--- src/rtl/scan_decoder.sv ---
// scan_decoder: registered N-to-2**N line decoder with two modes.
// Direct mode decodes sel_in on a valid/ready handshake. Auto-scan mode
// walks every line in turn and holds each one for dwell+1 cycles.
// ACTIVE_LOW inverts the out bus so that the active line is the only zero.
module scan_decoder #(
    parameter int SEL_W      = 3,
    parameter int DWELL_W    = 4,
    parameter bit ACTIVE_LOW = 1'b0
) (
    input  logic                  clk,
    input  logic                  rst,
    input  logic                  en,
    input  logic                  mode,
    input  logic                  in_valid,
    output logic                  in_ready,
    input  logic [SEL_W-1:0]      sel_in,
    input  logic [DWELL_W-1:0]    dwell,
    output logic [2**SEL_W-1:0]   out,
    output logic                  out_valid,
    output logic [SEL_W-1:0]      cur_sel,
    output logic                  wrap
);

    localparam int N = 2**SEL_W;

    // XOR mask applied to the internal one-hot value on the way out.
    localparam logic [N-1:0] POL_MASK = ACTIVE_LOW ? {N{1'b1}} : {N{1'b0}};
    localparam logic [SEL_W-1:0] SEL_MAX = {SEL_W{1'b1}};

    typedef enum logic [1:0] {
        ST_IDLE   = 2'd0,
        ST_DIRECT = 2'd1,
        ST_SCAN   = 2'd2
    } state_t;

    // One-hot of x. Indexing a cleared vector avoids the shift truncation
    // that a 32-bit literal shift could introduce for wide SEL_W.
    function automatic logic [N-1:0] decode(input logic [SEL_W-1:0] x);
        logic [N-1:0] v;
        v    = {N{1'b0}};
        v[x] = 1'b1;
        return v;
    endfunction

    state_t               state_r, state_nx_s;
    logic [N-1:0]         out_r;
    logic [N-1:0]         hot_s, hot_nx_s;
    logic                 valid_r, valid_nx_s;
    logic [SEL_W-1:0]     sel_r, sel_nx_s;
    logic                 wrap_r, wrap_nx_s;
    logic                 ready_r;
    logic [DWELL_W-1:0]   dcnt_r, dcnt_nx_s;
    logic [DWELL_W-1:0]   dlen_r, dlen_nx_s;

    // Active-high view of the currently driven line, used for holding.
    assign hot_s = out_r ^ POL_MASK;

    // Next state and next registered output values.
    always_comb begin
        state_nx_s = state_r;
        hot_nx_s   = hot_s;
        valid_nx_s = valid_r;
        sel_nx_s   = sel_r;
        wrap_nx_s  = 1'b0;
        dcnt_nx_s  = dcnt_r;
        dlen_nx_s  = dlen_r;

        // Enable dominates; with en high, mode alone selects the target.
        if (!en) begin
            state_nx_s = ST_IDLE;
        end else if (mode) begin
            state_nx_s = ST_SCAN;
        end else begin
            state_nx_s = ST_DIRECT;
        end

        case (state_nx_s)
            ST_IDLE: begin
                hot_nx_s   = {N{1'b0}};
                valid_nx_s = 1'b0;
                sel_nx_s   = {SEL_W{1'b0}};
                dcnt_nx_s  = {DWELL_W{1'b0}};
                dlen_nx_s  = {DWELL_W{1'b0}};
            end
            ST_DIRECT: begin
                if (state_r != ST_DIRECT) begin
                    // Fresh entry: nothing is valid until a handshake lands.
                    hot_nx_s   = {N{1'b0}};
                    valid_nx_s = 1'b0;
                    sel_nx_s   = {SEL_W{1'b0}};
                    dcnt_nx_s  = {DWELL_W{1'b0}};
                end else if (in_valid && ready_r) begin
                    hot_nx_s   = decode(sel_in);
                    valid_nx_s = 1'b1;
                    sel_nx_s   = sel_in;
                end else begin
                    hot_nx_s   = hot_s;
                    valid_nx_s = valid_r;
                end
            end
            ST_SCAN: begin
                if (state_r != ST_SCAN) begin
                    // Scan always restarts at line 0; a handshake accepted
                    // on the switching edge is overridden here.
                    hot_nx_s   = decode({SEL_W{1'b0}});
                    valid_nx_s = 1'b1;
                    sel_nx_s   = {SEL_W{1'b0}};
                    dcnt_nx_s  = {DWELL_W{1'b0}};
                    dlen_nx_s  = dwell;
                end else if (dcnt_r == dlen_r) begin
                    // Line finished: advance and latch dwell for the new line.
                    sel_nx_s   = sel_r + SEL_W'(1'b1);
                    hot_nx_s   = decode(sel_r + SEL_W'(1'b1));
                    valid_nx_s = 1'b1;
                    wrap_nx_s  = (sel_r == SEL_MAX);
                    dcnt_nx_s  = {DWELL_W{1'b0}};
                    dlen_nx_s  = dwell;
                end else begin
                    dcnt_nx_s  = dcnt_r + DWELL_W'(1'b1);
                end
            end
            default: begin
                state_nx_s = ST_IDLE;
                hot_nx_s   = {N{1'b0}};
                valid_nx_s = 1'b0;
                sel_nx_s   = {SEL_W{1'b0}};
                dcnt_nx_s  = {DWELL_W{1'b0}};
                dlen_nx_s  = {DWELL_W{1'b0}};
            end
        endcase
    end

    // State and output registers; reset forces the idle picture at once.
    always_ff @(posedge clk or posedge rst) begin
        if (rst) begin
            state_r <= ST_IDLE;
            out_r   <= POL_MASK;
            valid_r <= 1'b0;
            sel_r   <= {SEL_W{1'b0}};
            wrap_r  <= 1'b0;
            ready_r <= 1'b0;
            dcnt_r  <= {DWELL_W{1'b0}};
            dlen_r  <= {DWELL_W{1'b0}};
        end else begin
            state_r <= state_nx_s;
            out_r   <= hot_nx_s ^ POL_MASK;
            valid_r <= valid_nx_s;
            sel_r   <= sel_nx_s;
            wrap_r  <= wrap_nx_s;
            ready_r <= (state_nx_s == ST_DIRECT);
            dcnt_r  <= dcnt_nx_s;
            dlen_r  <= dlen_nx_s;
        end
    end

    assign out       = out_r;
    assign out_valid = valid_r;
    assign cur_sel   = sel_r;
    assign wrap      = wrap_r;
    assign in_ready  = ready_r;

endmodule

--- config.mk ---
export PLATFORM = sky130hd
export DESIGN_NAME = scan_decoder
export DESIGN_NICKNAME = d
export VERILOG_FILES = /design/src/rtl/scan_decoder.sv
export SDC_FILE = /design/constraint.sdc
export NUM_CORES = 1
export LEC_CHECK = 0
export BUFFER_PORTS_ARGS = -buffer_cell sky130_fd_sc_hd__buf_2
export CELL_PAD_IN_SITES_DETAIL_PLACEMENT = 0
export CELL_PAD_IN_SITES_GLOBAL_PLACEMENT = 2
export CORE_MARGIN = 4
export CORE_UTILIZATION = 34
export CTS_CLUSTER_DIAMETER = 200
export CTS_CLUSTER_SIZE = 25
export DETAILED_ROUTE_END_ITERATION = 8
export PLACE_DENSITY_LB_ADDON = 0.1
export SLEW_MARGIN = 20
export SYNTH_ARGS = -nofsm -noshare
export SYNTH_HDL_FRONTEND = slang
export SYNTH_SLANG_ARGS = --single-unit
export TNS_END_PERCENT = 1
--- constraint.sdc ---
create_clock -name clk -period 2.2 [get_ports clk]
set_input_delay 0.33 -clock clk [delete_from_list [all_inputs] [get_ports clk]]
set_output_delay 0.33 -clock clk [all_outputs]
set_load 0.005 [all_outputs]
==> results of run 1 <==
==> stage by stage <==
| step | power [uW] | std cells |
|---|---|---|
| 2_1_floorplan | 507.3 | 114 |
| 3_3_place_gp | 541.4 | 184 |
| 3_5_place_dp | 542.2 | 184 |
| 4_1_cts | 751.7 | 188 |
| 5_1_grt | 783.1 | 188 |
| 6_report | 737.5 | 188 |
==> cell usage after synthesis <==
cell type,n,area (sq um)
dfrtp_1,23,575.6
nand2_1,20,75.07
mux2_4,8,120.1
nand2b_1,7,43.79
o21ai_0,7,35.03
o22ai_1,4,25.02
xnor2_1,4,35.03
ha_1,3,37.54
mux2_2,3,33.78
nand3_1,3,15.01
nand3b_1,3,22.52
o211ai_1,3,22.52
a22o_1,2,17.52
buf_2,2,10.01
inv_1,2,7.510
nor2_1,2,7.510
nor2b_1,2,12.51
o32ai_1,2,17.52
a21o_1,1,7.510
a21oi_2,1,8.760
a41oi_2,1,16.27
and2_1,1,6.260
and4b_1,1,10.01
and4bb_2,1,12.51
buf_6,1,11.26
clkbuf_1,1,3.750
nand4_1,1,6.260
nand4b_1,1,8.760
nor3_1,1,5.000
nor3b_1,1,7.510
o21a_1,1,7.510
o221a_2,1,11.26
==> sequential cells by signal, summed over array words and instances (netlist names) <==
signal and cells:
out 8, dcnt_r 4, dlen_r 4, cur_sel 3
in_ready 1, out_valid 1, state_r 1, wrap 1
==> power by group through the flow <==
stage          clock, uW  combinational, uW  sequential [uW]
2_1_floorplan          0               54.3              453
3_3_place_gp           0               86.8              455
4_1_cts              217               87.7              447
5_1_grt              237               97.4              449
6_report             205               85.8              446
3_5_place_dp           0               87.7              455
==> cell usage in the layout, fill, tap and decap left out, types with 3 or more instances in the layout <==
| master | instances |
|---|---|
| nand3_1 | 3 |
| mux2_2 | 3 |
| dfrtp_1 | 23 |
| o211ai_1 | 3 |
| o21ai_0 | 7 |
| o22ai_1 | 4 |
| buf_2 | 25 |
| nand2b_1 | 7 |
| xnor2_1 | 4 |
| nand3b_1 | 3 |
| mux2_4 | 8 |
| nand2_1 | 20 |
| buf_4 | 3 |
| clkbuf_4 | 3 |
| ha_1 | 3 |
==> worst min-delay path by stage <==
stage / slack, ns / to / cells after the start
6_report: 0.02 / dlen_r[0]$_DFFE_PP0P_ / 3
5_1_grt: 0.05 / out_valid$_DFFE_PP0P_ / 3
4_1_cts: 0.02 / out_valid$_DFFE_PP0P_ / 3
3_5_place_dp: 0.39 / dlen_r[1]$_DFFE_PP0P_ / 3
3_3_place_gp: 0.38 / dlen_r[1]$_DFFE_PP0P_ / 3
2_1_floorplan: 0.33 / cur_sel[0]$_DFFE_PP0P_ / 1
==> critical path: cells and delay by family, from the launching register on <==
| kind | cells | cell delay (ns) |
|---|---|---|
| mux | 1 | 0.19 |
| fa+ha+maj | 2 | 0.55 |
| flops | 1 | 0.51 |
| simple gates | 1 | 0.20 |
| compound gates | 1 | 0.24 |
==> layout make-up <==
class | count | area (sq um) | area share (%)
inverter | 2 | 7.507 | 0.5204
clock buffer | 4 | 26.28 | 1.821
tap | 46 | 57.56 | 3.990
timing repair buffer | 28 | 147.6 | 10.23
sequential | 23 | 575.6 | 39.90
multi-input combinational | 85 | 628.1 | 43.54
==> cells by family after synthesis <==
logic type                 count (synthesis)  share of synthesized area (%)
AOI/OAI and AO/OA                         23                          13.66
xor gates and xnor gates                   4                          2.834
adders and majority gates                  3                          3.037
buffers and inverters                      6                          2.631
DFF                                       23                          46.56
muxes                                     11                          12.45
and+or+nand+nor                           44                          18.83
==> routing by layer <==
layer  GRT usage [%]  wire length [um]  up-vias
li1                -                 -      468
met1           15.71              1189      433
met2           22.02              1291       15
met3           3.941               102        2
met4           3.722                23        0
met5               0                 0        -
==> results.ini, run 1 <==
[status]
outcome=finished, final reports clean

[timing]
finalSetupTns_ns=0
finalCritPeriodShare_pct=79.56
slew_headroom_pct=74.68
finalWorstSetupSlack_ns=0.4498
worst_slew_pin_slew_ns=0.3790
fmax_ghz=0.5714
hold-worst-slack_ns=0.02164
skew_ns=0.01285
hold_viol_final=0
min_period_ns=1.750
setup_violations=0
finalMaxSlewViolations=0
grt_setup_unrepaired=no

[die]
die_h_um=68.30
io_pins=26
die_w_um=68.30
design.die.area_sq_um=4664
rows=21
fp.coreArea_sq_um=3416
initial_core_util_pct=36.19

[worst_setup_path]
r2r-start=cur_sel[0]$_DFFE_PP0P_
setup.reg_to_reg.worst_slack_ns=0.45
cpMostUsedCell=ha_1
rr_endpoint=out[1]$_DFFE_PP0P_
critical_path_arrival_ns=2.02
setup.worst_path.end_class=flip-flop
crit_type=flip-flop to flip-flop
critPathLaunch=cur_sel[0]$_DFFE_PP0P_
slowest_delay_ns=0.51
path_max_fanout=10
crit_path_cell_trace=ha_1 -> ha_1 -> nand2b_1 -> o32ai_1 -> mux2_2
start_kind=flip-flop
cp.required_ns=2.47
cp-endpoint=out[1]$_DFFE_PP0P_
rr_worst_depth=5
slowest_stage=dfrtp_1

[layout]
finalInstanceArea_sq_um=1443
diodes=0
nets=158
fillers=364
syn2layout_area_growth_pct=16.70
final_util_pct=42.23
drive_gt1_share_pct=32.39

[job]
maxCapViolations=0

[global_route]
antenna_found_initial=0
grt_overflow_total=0
track_usage_pct=12.96
grt_pass1_vias=925
grt_pass1_wl_um=4381
grt_max_degree=24

[clock_tree]
cts_buffers=3
postCtsSetupRepairBufs=0
cts_resized=0
cts_root_buf=clkbuf_4
clock_path_buffers=2
htree_levels=1
cts_hold_buf=0
tritoncts=yes
clk-insertion-delay-late_ns=0.32
clock_sinks=23
path_clk_slew_ns=0.14

[pwr]
pwr-share-comb_pct=11.6
internal_power_uw=545.6
irDropWorstVdd_uv=404.4
p_leak_uw=0.0007205
switching_power_uw=191.9
swShare_pct=26.02
p_seq_share_pct=60.5
pwr_density_cell_nw_per_um2=511.2
clockPowerShare_pct=27.9

[synth]
synth_fp_nets=129
synth_seq_cells=23
synth_area_sq_um=1236
syn_area_per_cell_sq_um=10.84
seq_area_frac_synth_pct=46.56
yosys_warnings=0
synthCells=114
synth_cell_types=32

[detailed_routing]
vias=918
viasPerCell=4.883
routed_wl_um=2606
post_drt_wl_per_cell_um=13.86
ant_nets=0
first_iter_violations=34
dr.pass1.iters=4
drc=0

[placed_design]
dpl-instance-area_sq_um=1416
portBuffers=25
place_congestion=0.8116
dp_hpwl_um=1976
dp_slack_ns=0.4792

[worst_hold_path]
min_path_type=input port to asynchronous set/reset pin

No activity file was read; power rests on OpenSTA's default activity.
==> inputs of run 2 (changes only) <==
--- a/config.mk
+++ b/config.mk
@@ -9,7 +9,7 @@
 export CELL_PAD_IN_SITES_DETAIL_PLACEMENT = 0
 export CELL_PAD_IN_SITES_GLOBAL_PLACEMENT = 2
 export CORE_MARGIN = 4
-export CORE_UTILIZATION = 34
+export CORE_UTILIZATION = 30
 export CTS_CLUSTER_DIAMETER = 200
 export CTS_CLUSTER_SIZE = 25
 export DETAILED_ROUTE_END_ITERATION = 8
==> constraint.sdc (replaced) <==
create_clock -name clk -period 1.5 [get_ports clk]
set_input_delay 0.225 -clock clk [delete_from_list [all_inputs] [get_ports clk]]
set_output_delay 0.225 -clock clk [all_outputs]
set_load 0.005 [all_outputs]
==> run 2 against run 1 <==
Effect of this change:
- the flow now finishes with violations (negative setup slack)
- sequential power rose by 46%
- count of clock-buffer cells in the layout did not move
- sequential share of layout area fell by 5.2 points
- clock power rose by 89%
- die area rose by 12%
- hold slack improved by 0.18 ns
- core utilization fell by 0.70 points
- non-clock buffer count rose by 17
- sequential cell count did not move
- combinational power rose by 93%
- power rose by 63%
- critical endpoint unchanged
==> results.ini, run 2 (same netlist as run 1, synthesis figures left out) <==
[die]
design.die.area_sq_um=5211
die_h_um=72.19
initial_core_util_pct=30.90
die_w_um=72.19
rows=23
io_pins=26
fp.coreArea_sq_um=4000

[layout]
nets=175
drive_gt1_share_pct=43.40
largest_reg_flops=8
diodes=0
multi_input_area_sq_um=679.4
seq_area_sq_um=576.8
final_common_cell=buf_2
final_cell_mix=25 x buf_2, 22 x dfrtp_1, 20 x nand2_1
finalInstanceArea_sq_um=1662
final_util_pct=41.54
fillers=394
syn2layout_area_growth_pct=34.41

[status]
outcome=finished, violations left
violations=negative setup slack

[worst_setup_path]
setup.worst_path.end_class=flip-flop
crit_family=flip-flops
slowest_stage=dfrtp_1
crit_buf_inv=1
crit_type=flip-flop to flip-flop
start_kind=flip-flop
crit_path_cell_trace=xnor2_2 -> a41oi_2 -> a21oi_2 -> buf_12 -> mux2_4
critical_path_arrival_ns=1.71
slowest_delay_ns=0.42
path_max_fanout=12
cp.required_ns=1.65

[placed_design]
place_congestion=0.7983
portBuffers=25
dp_slack_ns=-0.08026
dpl-instance-area_sq_um=1585
dp_hpwl_um=2155

[clock_tree]
cts_buffers=3
htree_levels=1
clk-insertion-delay-late_ns=0.26
path_clk_slew_ns=0.08
clock_path_buffers=2
clock_sinks=23
tritoncts=yes
cts_root_buf=clkbuf_8

[global_route]
grt_max_degree=24
grt_pass1_vias=1032
grt_pass1_wl_um=4836
grt_overflow_total=0
antenna_found_initial=0
track_usage_pct=11.79

[detailed_routing]
first_iter_violations=35
vias=985
drc=0
dr.pass1.iters=4
routed_wl_um=2793
post_drt_wl_per_cell_um=13.36
viasPerCell=4.713
ant_nets=0

[pwr]
total_power_uw=1204
irDropWorstVdd_uv=295.4
p_leak_uw=0.0008331
pwr_density_cell_nw_per_um2=724.7

[timing]
min_period_ns=1.558
slew_headroom_pct=75.39
finalSetupTns_ns=-0.5062
finalCritPeriodShare_pct=103.9
worst_slew_pin_slew_ns=0.3683
finalMaxSlewViolations=0
skew_ns=0.003731
grt_setup_unrepaired=yes
finalWorstSetupSlack_ns=-0.05850
hold_viol_final=0
setup_violations=10
fmax_ghz=0.6416

[worst_hold_path]
min_path_type=input port to flip-flop

[job]
maxCapViolations=0

==> run 2: cell types whose count changed in the layout (fill, tap and decap cells not counted), moves of 2 or more <==
cell      change
xnor2_1       -4
mux2_2        -2
mux2_4        +2
xnor2_2       +4
buf_4        +15
clkbuf_8      +3
clkbuf_4      -3
==> run 2: worst reg2reg max path, delay by kind of cell (launching register included) <==
family / cells / cell delay, ns
muxes: 1 / 0.31
xor gates and xnor gates: 1 / 0.21
DFF: 1 / 0.42
buffers and inverters: 1 / 0.18
AOI/OAI and AO/OA: 2 / 0.34
==> run 2: power by group <==
group	switching, uW	leakage, uW	total (uW)	internal (uW)
clock	198	0.0000228	387	189
combinational	80.0	0.000499	166	85.7
sequential	13.7	0.000312	651	638
==> run 2: final cells by class <==
class | instances | area share [%]
Tap cell | 50 | 3.765
Inverter | 2 | 0.4518
Timing Repair Buffer | 45 | 17.47
Multi-Input combinational cell | 85 | 40.89
Sequential cell | 23 | 34.71
Clock buffer | 4 | 2.711
==> run 2: worst paths after layout <==
path                                  startpoint  cells after the start  slack [ns]                endpoint
min reg2reg                   out[1]$_DFFE_PP0P_                      1        0.51      out[1]$_DFFE_PP0P_
max                        dcnt_r[1]$_DFFE_PP0N_                      5       -0.06      out[1]$_DFFE_PP0P_
max in group asynchronous                    rst                      4        0.71  cur_sel[0]$_DFFE_PP0P_
min in group asynchronous                    rst                      4        0.54   out_valid$_DFFE_PP0P_
min                                     dwell[3]                      3        0.20   dlen_r[3]$_DFFE_PP0P_
max reg2reg                dcnt_r[1]$_DFFE_PP0N_                      5       -0.06      out[1]$_DFFE_PP0P_
==> run 2: timing repair <==
| item | CTS | global route |
|---|---|---|
| hold buffers | 1 | 0 |
| resized for setup | 1 | 4 |
| hold endpoints to repair | 12 | 0 |
| endpoints found under the setup margin | 10 | 11 |
| buffers inserted | 0 | 0 |
| pin swaps | 0 | 1 |
==> run 2: routing by layer <==
metal | part of all wire [%] | track usage, % | vias to the layer above | wire length, um
met5 | 0 | 0 | - | 0
met3 | 3.6 | 2.216 | 2 | 100
met1 | 45 | 14.97 | 463 | 1269
li1 | - | - | 505 | -
met2 | 50 | 20.22 | 15 | 1401
met4 | 0.79 | 3.549 | 0 | 22
==> run 2: metrics by stage <==
step	instances	hold WS (ns)
5_1_grt	209	0.2127
6_report	209	0.1973
2_1_floorplan	114	0.2269
3_3_place_gp	204	0.2858
4_1_cts	209	0.1967
3_5_place_dp	204	0.2873
==> inputs of run 3 (changes only) <==
--- a/config.mk
+++ b/config.mk
@@ -6,6 +6,7 @@
 export NUM_CORES = 1
 export LEC_CHECK = 0
 export BUFFER_PORTS_ARGS = -buffer_cell sky130_fd_sc_hd__buf_2
+export CAP_MARGIN = 20
 export CELL_PAD_IN_SITES_DETAIL_PLACEMENT = 0
 export CELL_PAD_IN_SITES_GLOBAL_PLACEMENT = 2
 export CORE_MARGIN = 4
@@ -13,7 +14,7 @@
 export CTS_CLUSTER_DIAMETER = 200
 export CTS_CLUSTER_SIZE = 25
 export DETAILED_ROUTE_END_ITERATION = 8
-export PLACE_DENSITY_LB_ADDON = 0.1
+export PLACE_DENSITY = 0.83
 export SLEW_MARGIN = 20
 export SYNTH_ARGS = -nofsm -noshare
 export SYNTH_HDL_FRONTEND = slang
==> run 3 against run 2 <==
Effect of this change:
- the flow still finishes with violations (negative setup slack)
- worst setup slack lost 0.00089 ns
- clock power is essentially flat
- sequential power is essentially flat
- core utilization grew 0.094 points
- via count grew 2.3%
- final cell count grew 0.96%
- combinational power is essentially flat
- register-to-register slack is essentially flat
- critical endpoint is now out[2]$_DFFE_PP0P_
==> results.ini, run 3 (same netlist as run 1, synthesis figures left out) <==
[job]
maxCapViolations=0

[detailed_routing]
drc=0
vias=1008
ant_nets=0
dr.pass1.iters=4
post_drt_wl_per_cell_um=13.23
first_iter_violations=96
viasPerCell=4.777
routed_wl_um=2791

[clock_tree]
tritoncts=yes
path_clk_slew_ns=0.08
clock_sinks=23
clock_path_buffers=2
clk-insertion-delay-late_ns=0.27
cts_root_buf=clkbuf_8
htree_levels=1
cts_buffers=3

[timing]
fmax_ghz=0.6413
hold-worst-slack_ns=0.2035
hold_viol_final=0
slew_headroom_pct=77.39
finalMaxSlewViolations=0
finalCritPeriodShare_pct=104.0
worst_slew_pin_slew_ns=0.3385
setup_violations=10
finalWorstSetupSlack_ns=-0.05939
skew_ns=0.009016
finalSetupTns_ns=-0.4698
min_period_ns=1.559
grt_setup_unrepaired=yes

[layout]
diodes=0
syn2layout_area_growth_pct=34.72
fillers=405
nets=177
final_common_cell=buf_2
instances_no_fill=211
largest_reg_flops=8
final_cell_mix=25 x buf_2, 22 x dfrtp_1, 20 x nand2_1
drive_gt1_share_pct=43.48

[worst_setup_path]
crit_path_cell_trace=ha_1 -> ha_1 -> nand2b_1 -> o22ai_1 -> mux2_4
path_max_fanout=3
crit_type=flip-flop to flip-flop
setup.worst_path.end_class=flip-flop
cp-endpoint=out[2]$_DFFE_PP0P_
critical_path_arrival_ns=1.72
slowest_stage=dfrtp_2
cpMostUsedCell=ha_1
rr_endpoint=out[2]$_DFFE_PP0P_
r2r-start=cur_sel[0]$_DFFE_PP0P_
critPathLaunch=cur_sel[0]$_DFFE_PP0P_
rr_worst_depth=5
start_kind=flip-flop
setup.reg_to_reg.worst_slack_ns=-0.06
slowest_delay_ns=0.41
cp.required_ns=1.66

[die]
die_w_um=72.19
initial_core_util_pct=30.90
io_pins=26
rows=23
fp.coreArea_sq_um=4000
die_h_um=72.19
design.die.area_sq_um=5211

[global_route]
antenna_found_initial=0
grt_pass1_vias=1008
grt_max_degree=24
grt_overflow_total=0
track_usage_pct=11.82
grt_pass1_wl_um=4795

[worst_hold_path]
min_path_type=input port to flip-flop

[pwr]
irDropWorstVdd_uv=385.2
p_leak_uw=0.0008460
pwr_density_cell_nw_per_um2=724.8

[status]
violations=negative setup slack
outcome=finished, violations left

[placed_design]
place_congestion=0.8027
dp_hpwl_um=2159
dp_cells=203
portBuffers=25

run 3: cell types whose count changed in the layout (fill, tap and decap cells not counted):
cell,before,now
buf_4,18,19
o32ai_1,2,1
o32ai_2,0,1
and4b_1,0,1
ha_4,1,0
buf_6,0,2
buf_12,1,0
and4b_2,1,0
ha_1,2,3
run 3: worst min-delay path by stage:
stage | cells after the start | start | to
3_5_place_dp | 3 | rst | out[0]$_DFFE_PP0P_
6_report | 3 | dwell[3] | dlen_r[3]$_DFFE_PP0P_
5_1_grt | 3 | dwell[1] | dlen_r[1]$_DFFE_PP0P_
3_3_place_gp | 3 | rst | out[4]$_DFFE_PP0P_
2_1_floorplan | 1 | rst | cur_sel[1]$_DFFE_PP0P_
4_1_cts | 3 | dwell[3] | dlen_r[3]$_DFFE_PP0P_
run 3: through the flow:
stage                     total power, uW  setup slack (ns)  utilization, %  area (sq um)
after floorplan                     750.8          -0.06329               -          1267
after global placement              818.1          -0.04914           39.13          1565
after detailed placement            821.8          -0.06988           39.13          1565
after CTS                            1234          -0.06951           41.45          1658
after global routing                 1281           -0.1453           41.63          1665
final                                1207          -0.05939           41.63          1665
run 3: power breakdown:
group / leakage [uW] / total, uW / internal, uW / switching (uW)
logic: 0.000511 / 167 / 86.8 / 80.4
clock network: 0.0000228 / 388 / 190 / 198
registers: 0.000312 / 651 / 638 / 13.6
total: 0.000846 / 1210 / 915 / 292
run 3: critical path, delay by kind of cell, from the launching register on:
family / cells / cell delay [ns]
mux: 1 / 0.26
flops: 1 / 0.41
fa+ha+maj: 2 / 0.50
simple gates: 1 / 0.19
compound gates: 1 / 0.09
run 3: metal layers:
| metal | vias up | share of wire, % | track usage, % |
|---|---|---|---|
| met5 | - | 0 | 0 |
| met4 | 0 | 1.2 | 3.132 |
| met3 | 5 | 5.3 | 3.601 |
| met2 | 20 | 49 | 19.82 |
| met1 | 473 | 44 | 14.74 |
| li1 | 510 | - | - |
run 3: layout make-up:
class	instances	area [sq um]	area share, %
Multi-Input combinational cell	85	673.1	40.42
Sequential cell	23	576.8	34.64
Timing Repair Buffer	47	300.3	18.03
Tap cell	50	62.56	3.757
Clock buffer	4	45.04	2.705
Inverter	2	7.507	0.4508
run 3: what timing repair did:
item / in CTS / in global routing
endpoints found under the setup margin: 10 / 13
buffers inserted: 2 / 1
gates cloned: 0 / 0
pin swaps: 3 / 3
hold endpoints to repair: 22 / 0
hold buffers: 1 / 0
resized for setup: 6 / 0
